**config.mk**
```make
export PLATFORM = sky130hd
export DESIGN_NAME = vga_fetch_sched
export DESIGN_NICKNAME = d
export VERILOG_FILES = /design/src/rtl/vga_pkg.sv /design/src/rtl/vga_credit_cnt.sv /design/src/rtl/vga_fetch_sched.sv
export SDC_FILE = /design/constraint.sdc
export NUM_CORES = 1
export LEC_CHECK = 0
export BUFFER_PORTS_ARGS = -buffer_cell sky130_fd_sc_hd__buf_4
export CAP_MARGIN = 20
export CORE_MARGIN = 2
export CORE_UTILIZATION = 53
export DETAILED_ROUTE_END_ITERATION = 16
export GPL_ROUTABILITY_DRIVEN = 0
export PLACE_DENSITY = 0.78
export RECOVER_POWER = 25
export SETUP_SLACK_MARGIN = 0.02
export SYNTH_ARGS = -nofsm -noshare
export SYNTH_HDL_FRONTEND = slang
export SYNTH_SLANG_ARGS = --single-unit
```
**constraint.sdc**
```tcl
create_clock -name pixel_clk -period 4.9 [get_ports pixel_clk]
set_input_delay 0.735 -clock pixel_clk [delete_from_list [all_inputs] [get_ports pixel_clk]]
set_output_delay 0.735 -clock pixel_clk [all_outputs]
set_load 0.01 [all_outputs]
```
**src/rtl/vga_pkg.sv**
```systemverilog
// Shared types and default geometry for the VGA framebuffer fetch scheduler.
package vga_pkg;

  typedef enum logic [1:0] {
    IDLE  = 2'd0,
    FETCH = 2'd1,
    DONE  = 2'd2,
    DRAIN = 2'd3
  } state_t;

  localparam int VGA_HDISP      = 800;
  localparam int VGA_VDISP      = 480;
  localparam int BYTES_PER_WORD = 4;

endpackage

```
**src/rtl/vga_credit_cnt.sv**
```systemverilog
// In-flight word credit counter: +BURST per accepted request, -1 per FIFO write, floors at zero.
module vga_credit_cnt #(
  parameter int BURST = 16,
  parameter int W     = 9
) (
  input  logic         pixel_clk,
  input  logic         pixel_rst,
  input  logic         add,
  input  logic         sub,
  output logic [W-1:0] count,
  output logic [W-1:0] count_next
);

  localparam logic [W-1:0] BURST_W = W'(BURST);
  localparam logic [W-1:0] ONE_W   = W'(1);

  always_comb begin
    count_next = count;
    case ({add, sub})
      2'b10:   count_next = count + BURST_W;
      2'b11:   count_next = count + BURST_W - ONE_W;
      // A write with nothing outstanding is treated as spurious.
      2'b01:   count_next = (count == '0) ? '0 : count - ONE_W;
      default: count_next = count;
    endcase
  end

  always_ff @(posedge pixel_clk or posedge pixel_rst) begin
    if (pixel_rst) count <= '0;
    else           count <= count_next;
  end

endmodule

```
**src/rtl/vga_fetch_sched.sv**
```systemverilog
// Issues burst reads that keep the pixel FIFO topped up for one frame,
// restarting cleanly when a new frame begins before the old one is fully requested.
module vga_fetch_sched
  import vga_pkg::*;
#(
  parameter int HDISP      = VGA_HDISP,
  parameter int VDISP      = VGA_VDISP,
  parameter int BURST      = 16,
  parameter int FIFO_DEPTH = 256,
  parameter int AW         = 32
) (
  input  logic                          pixel_clk,
  input  logic                          pixel_rst,
  input  logic                          enable,
  input  logic                          frame_start,
  input  logic [AW-1:0]                 base_addr,
  input  logic [$clog2(FIFO_DEPTH):0]   fifo_level,
  input  logic                          wr_valid,
  output logic                          rd_req,
  output logic [AW-1:0]                 rd_addr,
  input  logic                          rd_ack,
  output logic                          fifo_flush,
  output logic                          busy,
  output logic                          late
);

  localparam int LW    = $clog2(FIFO_DEPTH) + 1;
  localparam int TOTAL = HDISP * VDISP;
  localparam int WCW   = $clog2(TOTAL + 1);
  localparam int TW    = LW + 2;
  localparam logic [WCW-1:0] TOTAL_W  = WCW'(TOTAL);
  localparam logic [WCW-1:0] BURST_WC = WCW'(BURST);

  state_t          state_reg, state_next;
  logic [WCW-1:0]  word_cnt_reg, word_next;
  logic [AW-1:0]   base_reg, base_next;
  logic [LW-1:0]   inflight, inflight_next;
  logic [TW-1:0]   demand;
  logic            room;
  logic            accept;
  logic            rd_req_next, flush_next, busy_next, late_next;
  logic [AW-1:0]   rd_addr_next;

  assign accept = rd_req & rd_ack;

  vga_credit_cnt #(
    .BURST (BURST),
    .W     (LW)
  ) u_credit (
    .pixel_clk  (pixel_clk),
    .pixel_rst  (pixel_rst),
    .add        (accept),
    .sub        (wr_valid),
    .count      (inflight),
    .count_next (inflight_next)
  );

  always_comb begin
    state_next = state_reg;
    word_next  = word_cnt_reg;
    base_next  = base_reg;
    flush_next = 1'b0;
    late_next  = late;

    case (state_reg)
      IDLE, DONE: begin
        if (frame_start) begin
          if (enable) begin
            state_next = FETCH;
            base_next  = base_addr;
            word_next  = '0;
            flush_next = 1'b1;
          end else begin
            state_next = IDLE;
          end
        end
      end
      FETCH: begin
        if (frame_start) begin
          late_next  = 1'b1;
          state_next = DRAIN;
        end else if (accept) begin
          word_next = word_cnt_reg + BURST_WC;
          if (word_next == TOTAL_W) state_next = DONE;
        end
      end
      DRAIN: begin
        // Restart only once every requested word has landed, so the flush is clean.
        if (inflight == '0) begin
          flush_next = 1'b1;
          base_next  = base_addr;
          word_next  = '0;
          state_next = enable ? FETCH : IDLE;
        end
      end
      default: state_next = IDLE;
    endcase

    // Headroom bits keep level + credits + burst from wrapping.
    demand = TW'(fifo_level) + TW'(inflight_next) + TW'(BURST);
    room   = (demand <= TW'(FIFO_DEPTH));

    if (rd_req && !rd_ack && (state_next == FETCH))
      rd_req_next = 1'b1;
    else
      rd_req_next = (state_next == FETCH) && (word_next < TOTAL_W) && room;

    rd_addr_next = base_next + AW'(word_next) * AW'(BYTES_PER_WORD);
    busy_next    = (state_next == FETCH) || (state_next == DRAIN);
  end

  always_ff @(posedge pixel_clk or posedge pixel_rst) begin
    if (pixel_rst) begin
      state_reg    <= IDLE;
      word_cnt_reg <= '0;
      base_reg     <= '0;
      rd_req       <= 1'b0;
      rd_addr      <= '0;
      fifo_flush   <= 1'b0;
      busy         <= 1'b0;
      late         <= 1'b0;
    end else begin
      state_reg    <= state_next;
      word_cnt_reg <= word_next;
      base_reg     <= base_next;
      rd_req       <= rd_req_next;
      rd_addr      <= rd_addr_next;
      fifo_flush   <= flush_next;
      busy         <= busy_next;
      late         <= late_next;
    end
  end

endmodule

```
==> insert_results.sql <==
INSERT INTO impl_metrics (metric_group, metric, value, unit) VALUES
('critical_path', 'cp_data_required_time', '5.15', 'ns'),
('sta', 'finalHoldViolCount', '0', ''),
('global_routing', 'gr-total-overflow', '0', ''),
('floorplan', 'floorplan.die_area', '0.01190', 'mm^2'),
('detailed_routing', 'drtAntennaViolNets', '0', ''),
('global_routing', 'grt_start_max_net_pins', '69', ''),
('sta', 'final_min_period_over_clock_period', '93.82', '%'),
('detailed_routing', 'detailedRoute.firstIterationViolations', '410', ''),
('critical_path', 'rr_worst_depth', '16', ''),
('critical_path', 'worst_setup_path_startpoint', 'u_credit.count[4]', ''),
('finish', 'filler_cell_count', '875', ''),
('sta', 'clock.fmax', '217.5', 'MHz'),
('power', 'leakage', '3.221', 'nW'),
('synthesis', 'synthMostInstantiatedCell', 'nand2_1', ''),
('global_routing', 'grt_use_met3', '3.945', '%'),
('critical_path', 'critPathLaunchType', 'flop', ''),
('finish', 'final_layout_size_suffix_gt1_share', '17.45', '%'),
('status', 'outcome', 'finished, violations left', ''),
('synthesis', 'sequential_element_share_of_the_synthesized_area', '40.61', '%'),
('min_path', 'whs_path_depth', '2', ''),
('sta', 'final_max_slew_viol_count', '69', ''),
('global_routing', 'top_usage_layer', 'met2', ''),
('critical_path', 'setup_slack_of_the_worst_register_to_register_path', '0.30', 'ns'),
('power', 'worst_ir_drop_vdd', '0.2815', 'mV'),
('global_routing', 'groute.layer.met2.usage', '41.44', '%'),
('sta', 'rsz0062_at_grt', 'false', ''),
('clock_network', 'postCtsHoldBufs', '0', ''),
('critical_path', 'cp-endpoint', 'rd_addr[14]', ''),
('sta', 'worst-slew-pin-transition', '2.949', 'ns'),
('critical_path', 'regToRegEndpoint', 'rd_addr[14]', ''),
('sta', 'fin_hold_ws', '0.4803', 'ns'),
('synthesis', 'post-synth-top-area-fraction', '40.61', '%'),
('finish', 'sequential_cell_area', '0.002379', 'mm^2'),
('floorplan', 'start_util', '54.24', '%'),
('min_path', 'hp-class', 'flop to flop', ''),
('finish', 'nNetsFinal', '815', ''),
('synthesis', 'number_of_flops_mapped_to_enable_cells_by_yosys', '0', ''),
('sta', 'timing.final.crit_period', '4.597', 'ns'),
('clock_network', 'clkTransAtPathRegs', '0.10', 'ns'),
('synthesis', 'syn_inst', '647', ''),
('detailed_routing', 'vias', '5154', ''),
('synthesis', 'synth_flop_cell', 'dfrtp_1', ''),
('clock_network', 'clock-sinks', '95', ''),
('power', 'power_density', '480.6', 'mW/mm^2'),
('detailed_routing', 'drt-pass1-iter-count', '5', ''),
('floorplan', 'std_cell_rows', '38', ''),
('place', 'port_buffers', '82', ''),
('floorplan', 'die_x', '109.1', 'um'),
('floorplan', 'core-area', '0.01079', 'mm^2'),
('run', 'drv.max_cap_violation_count', '1', ''),
('critical_path', 'worstPathArrival', '4.85', 'ns'),
('synthesis', 'synthesis.yosys.warnings', '0', ''),
('global_routing', 'groute.layer.met1.usage', '32.39', '%'),
('detailed_routing', 'wl_per_cell', '16.50', 'um'),
('sta', 'max-slew-margin-rel', '-97.71', '%'),
('synthesis', 'synth_commonest_cells', '97 x nand2_1, 95 x dfrtp_1, 44 x nand3_1', ''),
('floorplan', 'die-height', '109.1', 'um'),
('finish', 'insertedDiodeCount', '0', ''),
('finish', 'postLayoutCoreUtil', '63.44', '%'),
('synthesis', 'avg_inst_size_synth', '9.048', 'um^2'),
('clock_network', 'cts_buffers', '9', ''),
('synthesis', 'synthesis.area', '0.005854', 'mm^2'),
('synthesis', 'synth.top_cells.by_area', 'dfrtp_1 41%, ha_1 9.2%, nand2_1 6.2%, xnor2_1 4.2%, nand3_1 3.8%', ''),
('detailed_routing', 'drt-total-wl', '14320', 'um'),
('critical_path', 'r2r_start', 'u_credit.count[4]', ''),
('sta', 'final_setup_violating_endpoints', '0', ''),
('synthesis', 'synth_cell_types', '70', ''),
('status', 'violated_checks', 'capacitance limit, slew limit', ''),
('clock_network', 'cts_htree_levels', '3', ''),
('sta', 'timing.clock.skew', '0.01264', 'ns'),
('synthesis', 'yosys_register_bits', '95', '');
how the worst min path moves through the flow:
stage                      start      endpoint  slack, ns
CTS                 base_reg[12]  base_reg[12]       0.48
global placement     base_reg[6]   base_reg[6]       0.45
detailed placement  base_reg[12]  base_reg[12]       0.46
finish              base_reg[12]  base_reg[12]       0.48
global route        base_reg[12]  base_reg[12]       0.51
floorplan           base_reg[10]  base_reg[10]       0.44
metal layers:
metal | vias to the layer above | share of wire [%] | routed length [um]
met5 | - | 0 | 0
met4 | 0 | 3.1 | 437
met3 | 47 | 5.6 | 803
met2 | 202 | 48 | 6866
met1 | 2438 | 43 | 6215
li1 | 2467 | - | -
report_power, final:
group          switching [mW]  total (mW)  internal, mW
Clock                   0.300       0.594         0.295
Combinational           0.812        1.46         0.644
Sequential              0.165        1.24          1.07
Total                    1.28        3.29          2.01
layout make-up:
cell class / count / area share, %
repair buffers: 90 / 9.868
flip-flops and latches: 95 / 34.74
inverters: 27 / 1.608
clock buffers: 9 / 1.809
multi-input cells: 500 / 47.90
well taps: 140 / 2.558
clock inverters: 7 / 1.517
logic make-up after synthesis:
kind of cell	share of synthesized area, %
adders and majority gates	9.874
AOI/OAI and AO/OA	15.82
DFF	40.61
xor gates and xnor gates	5.685
and+or+nand+nor	22.74
buffers and inverters	3.804
muxes	1.475
critical path, stage by stage, from the launching register on:
cell       delay, ns
dfrtp_2         0.48
inv_1           0.10
ha_1            0.20
or3b_2          0.51
o31a_2          0.49
inv_8           0.23
nor2_1          0.10
nand2_1         0.10
o21ai_0         0.13
ha_1            0.39
and3_1          0.23
a2111oi_4       0.48
o21a_1          0.21
nor2b_1         0.07
o21a_1          0.19
o21a_1          0.19
o311ai_0        0.35
placed cells by master (no fill, tap or decap), types with 3 or more instances in the layout:
cell type / synthesis / final
clkbuf_8: 0 / 9
a21oi_1: 40 / 40
nor3b_1: 3 / 3
nand3_1: 44 / 44
a31oi_1: 9 / 9
o21a_1: 9 / 9
a211oi_1: 8 / 7
nor2_1: 29 / 29
and3_1: 9 / 9
or3_1: 7 / 7
a21o_1: 6 / 6
and2_1: 11 / 11
nor2b_1: 7 / 7
nand2_1: 97 / 97
o22ai_1: 4 / 4
inv_1: 25 / 24
nor3_1: 15 / 14
nor4_1: 7 / 7
nand4_1: 11 / 11
or4_1: 3 / 3
xor2_1: 10 / 10
nand3b_1: 3 / 3
nand2b_1: 10 / 10
ha_1: 43 / 43
buf_4: 3 / 89
mux2i_1: 5 / 5
dfrtp_1: 95 / 94
o21ai_0: 30 / 30
o21bai_1: 4 / 4
xnor2_1: 28 / 28
timing repair:
item	in CTS	in global routing
endpoints found under the setup margin	0	10
buffers inserted	0	0
resized for setup	0	7
endpoints found under the hold margin	0	0
metrics by stage:
step	setup slack (ns)	instance area, um^2	cells
CTS	0.07241	6819	868
finish	0.3028	6847	868
global route	0.05003	6847	868
detailed placement	0.2021	6591	852
global placement	0.3830	6591	852
floorplan	0.2652	5854	647
(Power assumes the default switching activity.)
